<file path="src/rtl/uart_tx_fifo_sched_pkg.sv">
// Shared definitions for the FIFO-to-UART transmit scheduler: state encoding and defaults.
package uart_tx_fifo_sched_pkg;

    localparam int DATA_W_DEF     = 8;
    localparam int UART_FRAME_LEN = 63;
    localparam int CNT_W_DEF      = 6;

    typedef enum logic [2:0] {
        ST_IDLE     = 3'd0,
        ST_FETCH    = 3'd1,
        ST_CAPTURE  = 3'd2,
        ST_LAUNCH   = 3'd3,
        ST_WAIT_ACK = 3'd4,
        ST_WAIT_TX  = 3'd5,
        ST_GAP      = 3'd6
    } state_t;

    // Width of the inter-byte gap down-counter; never zero so declarations stay legal.
    function automatic int gap_cnt_w(input int gap_cyc);
        return (gap_cyc > 0) ? $clog2(gap_cyc + 1) : 1;
    endfunction

endpackage

</file>
<file path="src/rtl/uart_tx_fifo_sched.sv">
// Drains one frame of FRAME_LEN bytes from the result FIFO into the UART transmitter,
// one byte in flight at a time, with an optional idle gap between bytes.
//
// state    | meaning
// IDLE     | waiting for start
// FETCH    | pop one byte when the FIFO has data, else flag underrun
// CAPTURE  | latch FIFO read data into tx_data
// LAUNCH   | strobe tx_start once the transmitter is free
// WAIT_ACK | wait for the transmitter to raise tx_busy
// WAIT_TX  | wait for tx_busy to fall, then count the byte
// GAP      | idle GAP_CYC cycles before the next fetch
module uart_tx_fifo_sched
    import uart_tx_fifo_sched_pkg::*;
#(
    parameter int DATA_W    = DATA_W_DEF,
    parameter int FRAME_LEN = UART_FRAME_LEN,
    parameter int CNT_W     = CNT_W_DEF,
    parameter int GAP_CYC   = 0
) (
    input  logic              clk,
    input  logic              rst,
    input  logic              start,
    input  logic              abort,
    input  logic              fifo_empty,
    output logic              fifo_rd_en,
    input  logic [DATA_W-1:0] fifo_rd_data,
    input  logic              tx_busy,
    output logic              tx_start,
    output logic [DATA_W-1:0] tx_data,
    output logic              busy,
    output logic              frame_done,
    output logic              underrun,
    output logic [CNT_W-1:0]  byte_cnt
);

    state_t           state;
    logic             gap_done;
    logic [CNT_W-1:0] cnt_inc;

    assign cnt_inc = byte_cnt + CNT_W'(1);
    assign busy    = (state != ST_IDLE);

    // Strobes are decoded from state so they can react to fifo_empty/tx_busy in the same
    // cycle; abort and rst suppress them so a terminated frame never pops or launches.
    assign fifo_rd_en = !rst && !abort && (state == ST_FETCH)  && !fifo_empty;
    assign tx_start   = !rst && !abort && (state == ST_LAUNCH) && !tx_busy;

    always_ff @(posedge clk) begin
        if (rst) begin
            state      <= ST_IDLE;
            tx_data    <= '0;
            byte_cnt   <= '0;
            underrun   <= 1'b0;
            frame_done <= 1'b0;
        end else begin
            frame_done <= 1'b0;
            if (abort) begin
                state <= ST_IDLE;
            end else begin
                case (state)
                    ST_IDLE: begin
                        if (start) begin
                            state    <= ST_FETCH;
                            byte_cnt <= '0;
                            underrun <= 1'b0;
                        end
                    end
                    ST_FETCH: begin
                        if (fifo_empty) underrun <= 1'b1;
                        else            state    <= ST_CAPTURE;
                    end
                    ST_CAPTURE: begin
                        tx_data <= fifo_rd_data;
                        state   <= ST_LAUNCH;
                    end
                    ST_LAUNCH: begin
                        if (!tx_busy) state <= ST_WAIT_ACK;
                    end
                    ST_WAIT_ACK: begin
                        if (tx_busy) state <= ST_WAIT_TX;
                    end
                    ST_WAIT_TX: begin
                        if (!tx_busy) begin
                            byte_cnt <= cnt_inc;
                            if (cnt_inc == CNT_W'(FRAME_LEN)) begin
                                frame_done <= 1'b1;
                                state      <= ST_IDLE;
                            end else if (GAP_CYC > 0) begin
                                state <= ST_GAP;
                            end else begin
                                state <= ST_FETCH;
                            end
                        end
                    end
                    ST_GAP: begin
                        if (gap_done) state <= ST_FETCH;
                    end
                    default: state <= ST_IDLE;
                endcase
            end
        end
    end

    generate
        if (GAP_CYC > 0) begin : g_gap
            localparam int GAP_W = gap_cnt_w(GAP_CYC);
            logic [GAP_W-1:0] gap_cnt;

            // Preloaded outside GAP so the first GAP cycle already counts.
            always_ff @(posedge clk) begin
                if (rst || state != ST_GAP) gap_cnt <= GAP_W'(GAP_CYC - 1);
                else if (gap_cnt != '0)     gap_cnt <= gap_cnt - GAP_W'(1);
            end

            assign gap_done = (gap_cnt == '0);
        end else begin : g_no_gap
            assign gap_done = 1'b1;
        end
    endgenerate

endmodule

</file>
<file path="config.mk">
export PLATFORM = sky130hd
export DESIGN_NAME = uart_tx_fifo_sched
export DESIGN_NICKNAME = d
export VERILOG_FILES = /design/src/rtl/uart_tx_fifo_sched_pkg.sv /design/src/rtl/uart_tx_fifo_sched.sv
export SDC_FILE = /design/constraint.sdc
export NUM_CORES = 1
export LEC_CHECK = 0
export ABC_AREA = 1
export CAP_MARGIN = 20
export CORE_ASPECT_RATIO = 1.4
export CORE_MARGIN = 4
export CORE_UTILIZATION = 42
export CTS_BUF_LIST = sky130_fd_sc_hd__clkbuf_4
export DETAILED_ROUTE_END_ITERATION = 6
export HOLD_SLACK_MARGIN = 0.15
export PLACE_DENSITY = 0.81
export SYNTH_ARGS = -nofsm -noshare
export SYNTH_HDL_FRONTEND = slang
export SYNTH_SLANG_ARGS = --single-unit
</file>
<file path="constraint.sdc">
create_clock -name clk -period 1.15 [get_ports clk]
set_input_delay 0.2875 -clock clk [delete_from_list [all_inputs] [get_ports clk]]
set_output_delay 0.2875 -clock clk [all_outputs]
set_load 0.05 [all_outputs]
</file>
==> results.sh, run 1 <==
export IMPL_htree_levels=1
export IMPL_netlist_area_um2=991.0
export IMPL_worst_path_end_type="output port"
export IMPL_synth_cell_type_count=21
export IMPL_yosys_top_cells_area="dfxtp_1 38%, nand2_1 17%, a21oi_1 8.1%, nand3_1 8.1%, inv_1 6.1%"
export IMPL_synth_xor_area_frac=0.008838
export IMPL_synth_seq_area_share=0.3838
export IMPL_yosysTopAreaCellShare=0.3838
export IMPL_yosys_register_bits=19
export IMPL_synth_fp_nets=164
export IMPL_cts_buffers=3
export IMPL_synth_compound_area_frac=0.09470
export IMPL_worst_endpoint="fifo_rd_en"
export IMPL_synthSimpleGateAreaFrac=0.3990
export IMPL_synth_top_family_by_area="simple AND/OR/NAND/NOR gates"
export IMPL_cts_hold_buf=0
export IMPL_synth_most_common_cell="nand2_1"
export IMPL_clock_path_buffers=2
export IMPL_synth_area_mux_share=0
export IMPL_synth_area_per_cell_um2=6.696
export IMPL_io_buffers=32
export IMPL_synthAdderAreaFrac=0.02525
export IMPL_yosysTopAreaCell="dfxtp_1"
export IMPL_synth_cells=148
export IMPL_place_gp_congestion=0.8886
export IMPL_first_error="[ERROR DPL-0038] Utilization greater than 100%, impossible to legalize"
export IMPL_yosys_top_cells_count="46 x nand2_1, 19 x dfxtp_1, 16 x a21oi_1, 16 x inv_1, 16 x nand3_1"
export IMPL_lastStage="global routing (5_1_grt)"
export IMPL_status="stopped before the end"
export IMPL_rows=20
export IMPL_ys_async_sr_fraction=0
export IMPL_synth_edf_count=0
export IMPL_dp_hpwl_mm=2.289
export IMPL_start_util=0.4500
export IMPL_yosysWarnings=0
export IMPL_dieHeight_um=65.48
export IMPL_cts_root_buf="clkbuf_4"
export IMPL_cts_sinks=19
export IMPL_ys_flop_type="dfxtp_1"
export IMPL_grt_max_degree=15
export IMPL_die_w_um=49.05
export IMPL_pin_count=33
## timing repair
action	CTS
setup endpoints to repair	34
setup buffers	14
resized for setup	42
pin swaps	13
## kinds of logic after synthesis
logic type,Yosys count
AOI/OAI and AO/OA,18
xor gates and xnor gates,1
adders and majority gates,2
buffers and inverters,21
DFF,19
and+or+nand+nor,87
## through the flow
step	instance area (µm²)	setup TNS (ns)	instances	setup slack [ns]	hold WS, ns
after detailed placement	1793	-7.465	224	-0.4884	0.4935
after global placement	1793	-7.030	224	-0.4798	0.4865
after floorplan	1077	-1.275	148	-0.3101	0.4307
after CTS	2039	-3.174	242	-0.4654	0.4290
==> run 2, diff against run 1 <==
CORE_AREA = 4 4 65 67   (was unset)
CORE_ASPECT_RATIO = unset   (was 1.4)
CORE_MARGIN = unset   (was 4)
CORE_UTILIZATION = unset   (was 42)
CTS_BUF_LIST = unset   (was sky130_fd_sc_hd__clkbuf_4)
DIE_AREA = 0 0 69 71   (was unset)
HOLD_SLACK_MARGIN = unset   (was 0.15)
PLACE_DENSITY = unset   (was 0.81)
PLACE_DENSITY_LB_ADDON = 0.15   (was unset)
clock period = 1.5 ns   (was 1.15 ns; I/O delays follow)
==> results.sh, run 2 <==
export IMPL_placed_area_um2=1723
export IMPL_synth_cell_type_count=21
export IMPL_ir_worst_vdd_v=0.0004385
export IMPL_rsz0062_at_grt="yes"
export IMPL_grt_remaining_overflow=0
export IMPL_start_util=0.2727
export IMPL_antenna_found_initial=0
export IMPL_final_cell_mix="43 x nand2_1, 24 x buf_4, 19 x buf_12, 15 x nand3_1, 15 x a21oi_1"
export IMPL_maxCapViolations=0
export IMPL_finalInstanceArea_um2=1843
export IMPL_grtUsageTotal=0.1189
export IMPL_synth_area_per_cell_um2=6.696
export IMPL_yosysTopAreaCellShare=0.3838
export IMPL_cp_common_cell="nor3_4"
export IMPL_areaGrowthSynthToFinish_pct=85.99
export IMPL_vias=1114
export IMPL_critPathArrivalTime_ns=1.25
export IMPL_cp_max_fo=3
export IMPL_cts_sinks=19
export IMPL_via_per_inst=4.386
export IMPL_start_kind="flop"
export IMPL_finalPower_uw=1233
export IMPL_yosysWarnings=0
export IMPL_min_period_over_period=1.086
export IMPL_max_freq_mhz=613.8
export IMPL_htree_levels=1
export IMPL_drc_errors=0
export IMPL_slowest_delay_ns=0.35
export IMPL_p_clk_frac=0.290
export IMPL_cts_tree="done"
export IMPL_wl_per_cell_um=10.85
export IMPL_clock_path_buffers=2
export IMPL_p_int_uw=867.3
export IMPL_sw_frac_of_total=0.2967
export IMPL_fillerInstances=351
export IMPL_leakage_uw=0.0007595
export IMPL_cp_required_ns=1.12
export IMPL_status="finished, violations left"
export IMPL_final_max_slew_viol_count=0
export IMPL_largest_reg_flops=8
export IMPL_synth_edf_count=0
export IMPL_grt_pass1_vias=1150
export IMPL_coreArea_um2=3633
export IMPL_synth_seq_area_share=0.3838
export IMPL_synth_fp_nets=164
export IMPL_ant_nets=0
export IMPL_io_buffers=32
export IMPL_wl_mm=2.756
export IMPL_synth_cells=148
export IMPL_yosys_top_cells_area="dfxtp_1 38%, nand2_1 17%, a21oi_1 8.1%, nand3_1 8.1%, inv_1 6.1%"
export IMPL_final_common_cell="nand2_1"
export IMPL_skew_ns=0.003214
export IMPL_crit_path_top_delay_cell="dfxtp_2"
export IMPL_critPathTopFamily="simple AND/OR/NAND/NOR gates"
export IMPL_crit_type="flop to output port"
export IMPL_clk_pin_slew_ns=0.08
export IMPL_cts_hold_buf=0
export IMPL_firstDrtPassIters=4
export IMPL_die_w_um=69
export IMPL_power_switching_uw=365.9
export IMPL_grt_max_degree=15
export IMPL_yosys_register_bits=19
export IMPL_dieHeight_um=71
export IMPL_nNetsFinal=223
export IMPL_pwr_share_comb=0.279
export IMPL_pwr_share_seq=0.431
export IMPL_clk_latency_ns=0.25
export IMPL_drive_gt1_frac=0.3641
export IMPL_path_buf_inv=1
export IMPL_final_util=0.5072
export IMPL_diodes=0
export IMPL_rows=22
export IMPL_yosys_top_cells_count="46 x nand2_1, 19 x dfxtp_1, 16 x a21oi_1, 16 x inv_1, 16 x nand3_1"
export IMPL_yosysTopAreaCell="dfxtp_1"
export IMPL_cts_buffers=3
export IMPL_hp_class="flop to flop"
export IMPL_synth_most_common_cell="nand2_1"
export IMPL_pin_count=33
export IMPL_cts_root_buf="clkbuf_8"
export IMPL_relSlewSlack=0.8144
export IMPL_netlist_area_um2=991.0
export IMPL_hold_viol=0
export IMPL_setup_viol=3
export IMPL_dp_hpwl_mm=2.180
export IMPL_worst_pin_slew_ns=0.2776
export IMPL_place_ws_ns=-0.2798
export IMPL_path_cells="nor3_4 -> nand2_2 -> nor3_4 -> buf_12"
export IMPL_die_area_um2=4899
export IMPL_post_route_min_period_ns=1.629
export IMPL_end_kind="output port"
export IMPL_grt_first_pass_wirelength_mm=4.947
export IMPL_power_density_nw_per_um2=669.1
export IMPL_ys_flop_type="dfxtp_1"
export IMPL_violations="negative setup slack"
export IMPL_fin_ws_ns=-0.1293
export IMPL_ys_async_sr_fraction=0
export IMPL_reg_largest_list="tx_data x8, byte_cnt x6, state x3"
export IMPL_drtIter0Drc=102
export IMPL_place_gp_congestion=0.8606
export IMPL_regMostFlops="tx_data"
## run 2: worst reg2reg max path, cell delays in order (launching register included)
cell	delay, ns
dfxtp_2	0.34
buf_4	0.16
inv_1	0.09
nand2_1	0.06
inv_1	0.07
nand2_2	0.09
nor3_4	0.31
nand3_1	0.12
a21oi_1	0.13
## run 2: power groups by stage
| stage | combinational [µW] | sequential, µW | clock (µW) |
|---|---|---|---|
| CTS | 338 | 531 | 370 |
| global placement | 307 | 539 | 0 |
| finish | 343 | 532 | 358 |
| floorplan | 133 | 561 | 0 |
| global route | 373 | 533 | 394 |
| detailed placement | 311 | 540 | 0 |
## run 2: cells by family (layout without fill, tap and decap cells)
kind of cell    Yosys count  count (layout)  synth area share
flops                    19              19            0.3838
buf+inv                  21              79           0.08838
fa+ha+maj                 2               2           0.02525
xor+xnor                  1               1          0.008840
simple gates             87              87            0.3990
compound gates           18              18           0.09470
## run 2: area by class of cell
class / count / area (µm²) / area share
timing repair buffer: 57 / 696.9 / 0.3781
multi-input combinational: 108 / 584.3 / 0.3170
sequential: 19 / 386.6 / 0.2098
inverter: 18 / 68.82 / 0.03734
tap: 48 / 60.06 / 0.03259
clock buffer: 3 / 41.29 / 0.02240
clock inverter: 1 / 5.005 / 0.002716
## run 2: worst paths after layout
path / start / end / slack [ns] / depth (start not counted)
worst max-delay path: state[2]$_SDFFE_PP0P_ / fifo_rd_en / -0.13 / 4
worst min-delay path: tx_data[0]$_SDFFE_PP0P_ / tx_data[0]$_SDFFE_PP0P_ / 0.50 / 2
worst min register to register: tx_data[0]$_SDFFE_PP0P_ / tx_data[0]$_SDFFE_PP0P_ / 0.50 / 2
worst max register to register: state[1]$_SDFFE_PP0P_ / byte_cnt[2]$_SDFFE_PP0P_ / 0.07 / 8
## run 2: what timing repair did
action                                  in CTS  in global routing
endpoints found under the setup margin       3                  4
buffers inserted                             4                  1
resized for setup                           17                  1
pin swaps                                    4                  2
## run 2: routing by layer
metal / vias up / track usage / wire [µm]
met4: 0 / 0.02603 / 10
met3: 2 / 0.05114 / 248
met2: 40 / 0.2044 / 1327
li1: 589 / - / -
met5: - / 0 / 0
met1: 483 / 0.1371 / 1170
## run 2: per-stage QoR
stage	hold slack, ns	cells	setup TNS [ns]
detailed placement	0.4924	245	-3.319
global route	0.5294	254	-0.4395
floorplan	0.5198	148	-0.09067
global placement	0.4895	245	-3.011
finish	0.5042	254	-0.1594
CTS	0.5042	253	-0.1457
No activity file was read; power rests on OpenSTA's default activity.
==> run 3, diff against run 2 <==
GPL_TIMING_DRIVEN = 0   (was unset)
==> results.sh, run 3 (synthesis results as in run 2) <==
export IMPL_areaGrowthSynthToFinish_pct=57.45
export IMPL_drc_errors=0
export IMPL_power_density_nw_per_um2=766.5
export IMPL_ir_worst_vdd_v=0.0002848
export IMPL_io_buffers=31
export IMPL_whs_ns=0.4598
export IMPL_firstDrtPassIters=6
export IMPL_rows=22
export IMPL_violations="negative setup slack"
export IMPL_crit_path_top_delay_cell="dfxtp_4"
export IMPL_cp_required_ns=1.12
export IMPL_slowest_delay_ns=0.37
export IMPL_grt_first_pass_wirelength_mm=4.643
export IMPL_path_cells="nor3_4 -> nand2_2 -> nor3_4 -> buf_6"
export IMPL_min_period_over_period=1.067
export IMPL_cts_tree="done"
export IMPL_leakage_uw=0.0006421
export IMPL_antenna_found_initial=0
export IMPL_die_area_um2=4899
export IMPL_start_kind="flop"
export IMPL_fin_setup_tns_ns=-0.1536
export IMPL_cts_sinks=19
export IMPL_rsz0062_at_grt="yes"
export IMPL_via_per_inst=4.639
export IMPL_placed_area_um2=1393
export IMPL_regMostFlops="tx_data"
export IMPL_grtUsageTotal=0.1117
export IMPL_cp_common_cell="nor3_4"
export IMPL_final_cell_mix="43 x nand2_1, 14 x a21oi_1, 14 x dfxtp_1, 12 x inv_1, 12 x nand3_1"
export IMPL_cts_root_buf="clkbuf_8"
export IMPL_maxCapViolations=0
export IMPL_max_freq_mhz=624.7
export IMPL_wl_per_cell_um=11.15
export IMPL_diodes=0
export IMPL_place_ws_ns=-1.015
export IMPL_start_util=0.2727
export IMPL_clk_latency_ns=0.25
export IMPL_hp_class="primary input to flop"
export IMPL_final_max_slew_viol_count=0
export IMPL_finalPower_uw=1196
export IMPL_setup_viol=3
export IMPL_htree_levels=1
export IMPL_grt_remaining_overflow=0
export IMPL_clk_pin_slew_ns=0.08
export IMPL_place_gp_congestion=0.8831
export IMPL_cts_buffers=3
export IMPL_clock_path_buffers=2
export IMPL_grt_pass1_vias=1089
export IMPL_nNetsFinal=210
export IMPL_cp_max_fo=4
export IMPL_dp_hpwl_mm=1.907
export IMPL_cts_hold_buf=0
export IMPL_worst_pin_slew_ns=0.5078
export IMPL_end_kind="output port"
export IMPL_finalInstanceArea_um2=1560
export IMPL_pin_count=33
export IMPL_drtIter0Drc=58
export IMPL_vias=1118
export IMPL_ant_nets=0
export IMPL_grt_max_degree=12
export IMPL_wl_mm=2.686
export IMPL_status="finished, violations left"
export IMPL_relSlewSlack=0.6614
export IMPL_reg_largest_list="tx_data x8, byte_cnt x6, state x3"
export IMPL_final_common_cell="nand2_1"
export IMPL_post_route_min_period_ns=1.601
export IMPL_crit_type="flop to output port"
export IMPL_fin_ws_ns=-0.1008
export IMPL_die_w_um=69
export IMPL_coreArea_um2=3633
export IMPL_drive_gt1_frac=0.3627
export IMPL_skew_ns=0.004754
export IMPL_largest_reg_flops=8
export IMPL_critPathArrivalTime_ns=1.23
export IMPL_dieHeight_um=71
export IMPL_hold_viol=0
==> run 3: cell types whose count changed in the layout (fill, tap and decap cells not counted), sizes merged <==
| cell | delta |
|---|---|
| dlygate4sd2 | -1 |
| clkbuf | +11 |
| clkinv | -1 |
| clkdlybuf4s15 | +5 |
| buf | -28 |
| inv | +1 |
==> run 3: worst paths after layout <==
check	to	slack [ns]	cells after the start	startpoint
worst max-delay path	fifo_rd_en	-0.10	4	state[1]$_SDFFE_PP0P_
worst min-delay path	byte_cnt[0]$_SDFFE_PP0P_	0.46	2	rst
worst max register to register	byte_cnt[2]$_SDFFE_PP0P_	0.06	8	state[1]$_SDFFE_PP0P_
worst min register to register	underrun$_SDFFE_PP0P_	0.47	2	underrun$_SDFFE_PP0P_
==> run 3: routing by layer <==
layer	wire, µm	track usage
met1	1231	0.1381
met2	1235	0.1801
met3	185	0.03409
met4	33	0.04772
met5	0	0
==> run 3: cell type report <==
type                            instances  area (µm²)
Fill cell                             405        2073
Multi-Input combinational cell        108       635.6
Sequential cell                        19       391.6
Timing Repair Buffer                   42       342.8
Inverter                               18       75.07
Tap cell                               48       60.06
Clock buffer                            3       41.29
Buffer                                  2       8.758
Clock inverter                          1       5.005
==> run 3: worst max-delay path, delay by kind of cell (launching register included) <==
kind	cells	cell delay, ns
buffers and inverters	1	0.18
DFF	1	0.37
and+or+nand+nor	3	0.43
==> run 3: timing repair <==
| action | CTS | global route |
|---|---|---|
| resized for setup | 74 | 33 |
| endpoints found under the setup margin | 20 | 29 |
| buffers inserted | 6 | 5 |
| pin swaps | 4 | 6 |
==> run 3: stage by stage <==
stage / instances / utilization
3_5_place_dp: 227 / 0.3833
2_1_floorplan: 148 / -
3_3_place_gp: 227 / 0.3833
5_1_grt: 241 / 0.4294
4_1_cts: 236 / 0.4146
6_report: 241 / 0.4294
==> run 3: power by group <==
group	switching, µW	leakage [µW]	internal [µW]
Combinational	182	0.000460	121
Sequential	16.3	0.000156	517
Clock	175	0.0000255	184
==> run 4, diff against run 3 <==
CTS_BUF_LIST = sky130_fd_sc_hd__clkbuf_16   (was unset)
PLACE_DENSITY = 0.5   (was unset)
PLACE_DENSITY_LB_ADDON = unset   (was 0.15)
clock period = 1.8 ns   (was 1.5 ns; I/O delays follow)
==> results.sh, run 4 (synthesis results as in run 2) <==
export IMPL_slowest_delay_ns=0.30
export IMPL_clk_latency_ns=0.25
export IMPL_cp_required_ns=1.35
export IMPL_coreArea_um2=3633
export IMPL_max_freq_mhz=567.6
export IMPL_regMostFlops="tx_data"
export IMPL_pin_count=33
export IMPL_drive_gt1_frac=0.1514
export IMPL_die_area_um2=4899
export IMPL_diodes=0
export IMPL_rr_endpoint="state[2]$_SDFFE_PP0P_"
export IMPL_grt_remaining_overflow=0
export IMPL_stdcell_count=233
export IMPL_antenna_found_initial=0
export IMPL_p_int_uw=799.3
export IMPL_final_max_slew_viol_count=0
export IMPL_hold_viol=0
export IMPL_cts_hold_buf=0
export IMPL_cts_buffers=3
export IMPL_vias=1049
export IMPL_path_buf_inv=2
export IMPL_sw_frac_of_total=0.2735
export IMPL_via_per_inst=4.502
export IMPL_end_kind="output port"
export IMPL_cts_tree="done"
export IMPL_final_cell_mix="46 x nand2_1, 19 x dlygate4sd2_1, 18 x dfxtp_1, 16 x a21oi_1, 15 x nand3_1"
export IMPL_crit_type="flop to output port"
export IMPL_ir_worst_vdd_v=0.0003412
export IMPL_cts_sinks=19
export IMPL_r2r_cells=7
export IMPL_htree_levels=1
export IMPL_rsz0062_at_grt="yes"
export IMPL_critPathTopFamily="simple AND/OR/NAND/NOR gates"
export IMPL_min_period_over_period=0.9788
export IMPL_power_switching_uw=301.0
export IMPL_r2r_start="state[1]$_SDFFE_PP0P_"
export IMPL_finalPower_uw=1100
export IMPL_r2r_slack_ns=0.33
export IMPL_clk_pin_slew_ns=0.05
export IMPL_drtIter0Drc=28
export IMPL_place_gp_congestion=0.7789
export IMPL_skew_ns=0.001615
export IMPL_die_w_um=69
export IMPL_grt_max_degree=12
export IMPL_cp_max_fo=8
export IMPL_reg_largest_list="tx_data x8, byte_cnt x6, state x3"
export IMPL_cts_root_buf="clkbuf_16"
export IMPL_rows=22
export IMPL_grt_first_pass_wirelength_mm=4.540
export IMPL_relSlewSlack=0.6318
export IMPL_path_cells="buf_6 -> nor3_4 -> nand2_1 -> nor3_2 -> buf_6"
export IMPL_hold_depth=2
export IMPL_dp_hpwl_mm=1.948
export IMPL_clock_path_buffers=2
export IMPL_post_route_min_period_ns=1.762
export IMPL_hp_start="underrun$_SDFFE_PP0P_"
export IMPL_dieHeight_um=71
export IMPL_areaGrowthSynthToFinish_pct=47.85
export IMPL_wl_per_cell_um=10.83
export IMPL_largest_reg_flops=8
export IMPL_start_kind="flop"
export IMPL_leakage_uw=0.0006532
export IMPL_finalInstanceArea_um2=1465
export IMPL_worst_pin_slew_ns=0.5523
export IMPL_status="completed"
export IMPL_maxCapViolations=0
export IMPL_setup_viol=0
export IMPL_critPathArrivalTime_ns=1.31
export IMPL_start_util=0.2727
export IMPL_drc_errors=0
export IMPL_crit_path_top_delay_cell="dfxtp_1"
export IMPL_ant_nets=0
export IMPL_nNetsFinal=202
export IMPL_firstDrtPassIters=4
export IMPL_hp_class="flop to flop"
export IMPL_pwr_share_seq=0.401
export IMPL_power_density_nw_per_um2=750.9
export IMPL_min_to="underrun$_SDFFE_PP0P_"
export IMPL_final_common_cell="nand2_1"
export IMPL_io_buffers=31
export IMPL_grtUsageTotal=0.1114
export IMPL_grt_pass1_vias=1056
export IMPL_wl_mm=2.523
export IMPL_placed_area_um2=1369
export IMPL_pwr_share_comb=0.179
export IMPL_cp_common_cell="buf_6"
export IMPL_dpl_cell_count=227
export IMPL_p_clk_frac=0.419
-- run 4: cell types whose count changed in the layout (fill, tap and decap cells not counted), sizes merged --
| cell | delta |
|---|---|
| dlygate4sd2 | +16 |
| clkinv | +1 |
| buf | -10 |
| inv | -1 |
| clkdlybuf4s15 | -5 |
| clkbuf | -9 |
-- run 4: cell type report --
type                    count  area, µm²
plain buffers               3      18.77
clock buffers               3      75.07
clock inverters             1      5.005
fillers                   420       2168
inverters                  18      68.82
multi-input cells         108      554.3
flip-flops and latches     19      384.1
well taps                  48      60.06
repair buffers             33      299.0
-- run 4: how the worst max path moves through the flow --
stage / from / endpoint / slack (ns) / depth (start not counted)
floorplan: state[0]$_SDFFE_PP0P_ / fifo_rd_en / -0.12 / 4
CTS: state[2]$_SDFFE_PP0P_ / fifo_rd_en / -0.04 / 5
global route: state[0]$_SDFFE_PP0P_ / fifo_rd_en / -0.04 / 5
finish: state[2]$_SDFFE_PP0P_ / fifo_rd_en / 0.04 / 5
detailed placement: abort / tx_start / -0.89 / 5
global placement: abort / tx_start / -0.90 / 5
-- run 4: tightest hold or removal path, cell delays in order, from the launching register on --
cell	delay (ns)
dfxtp_1	0.30
nand2_1	0.06
a21oi_1	0.05
-- run 4: timing repair --
action / 4_1_cts / 5_1_grt
pin swaps: 2 / 3
resized for setup: 44 / 3
setup endpoints to repair: 19 / 2
buffers inserted: 0 / 2
-- run 4: power groups by stage --
stage	Clock, µW	Combinational (µW)	Sequential (µW)
floorplan	0	107	467
global placement	0	192	451
detailed placement	0	192	451
CTS	480	192	443
global route	497	219	443
finish	461	197	442
-- run 4: per-layer routing --
| layer | routed length, µm | track usage |
|---|---|---|
| met5 | 0 | 0 |
| met4 | 36 | 0.03905 |
| met3 | 195 | 0.04545 |
| met2 | 1200 | 0.1896 |
| met1 | 1090 | 0.1260 |
-- run 4: metrics by stage --
stage	util	worst slack (ns)	hold WS, ns	TNS, ns
2_1_floorplan	-	-0.1176	0.5239	-0.1176
3_3_place_gp	0.3767	-0.9024	0.4525	-1.773
3_5_place_dp	0.3767	-0.8861	0.4563	-1.821
4_1_cts	0.3994	-0.03589	0.4648	-0.03589
5_1_grt	0.4032	-0.04086	0.4802	-0.04086
6_report	0.4032	0.03824	0.4607	0
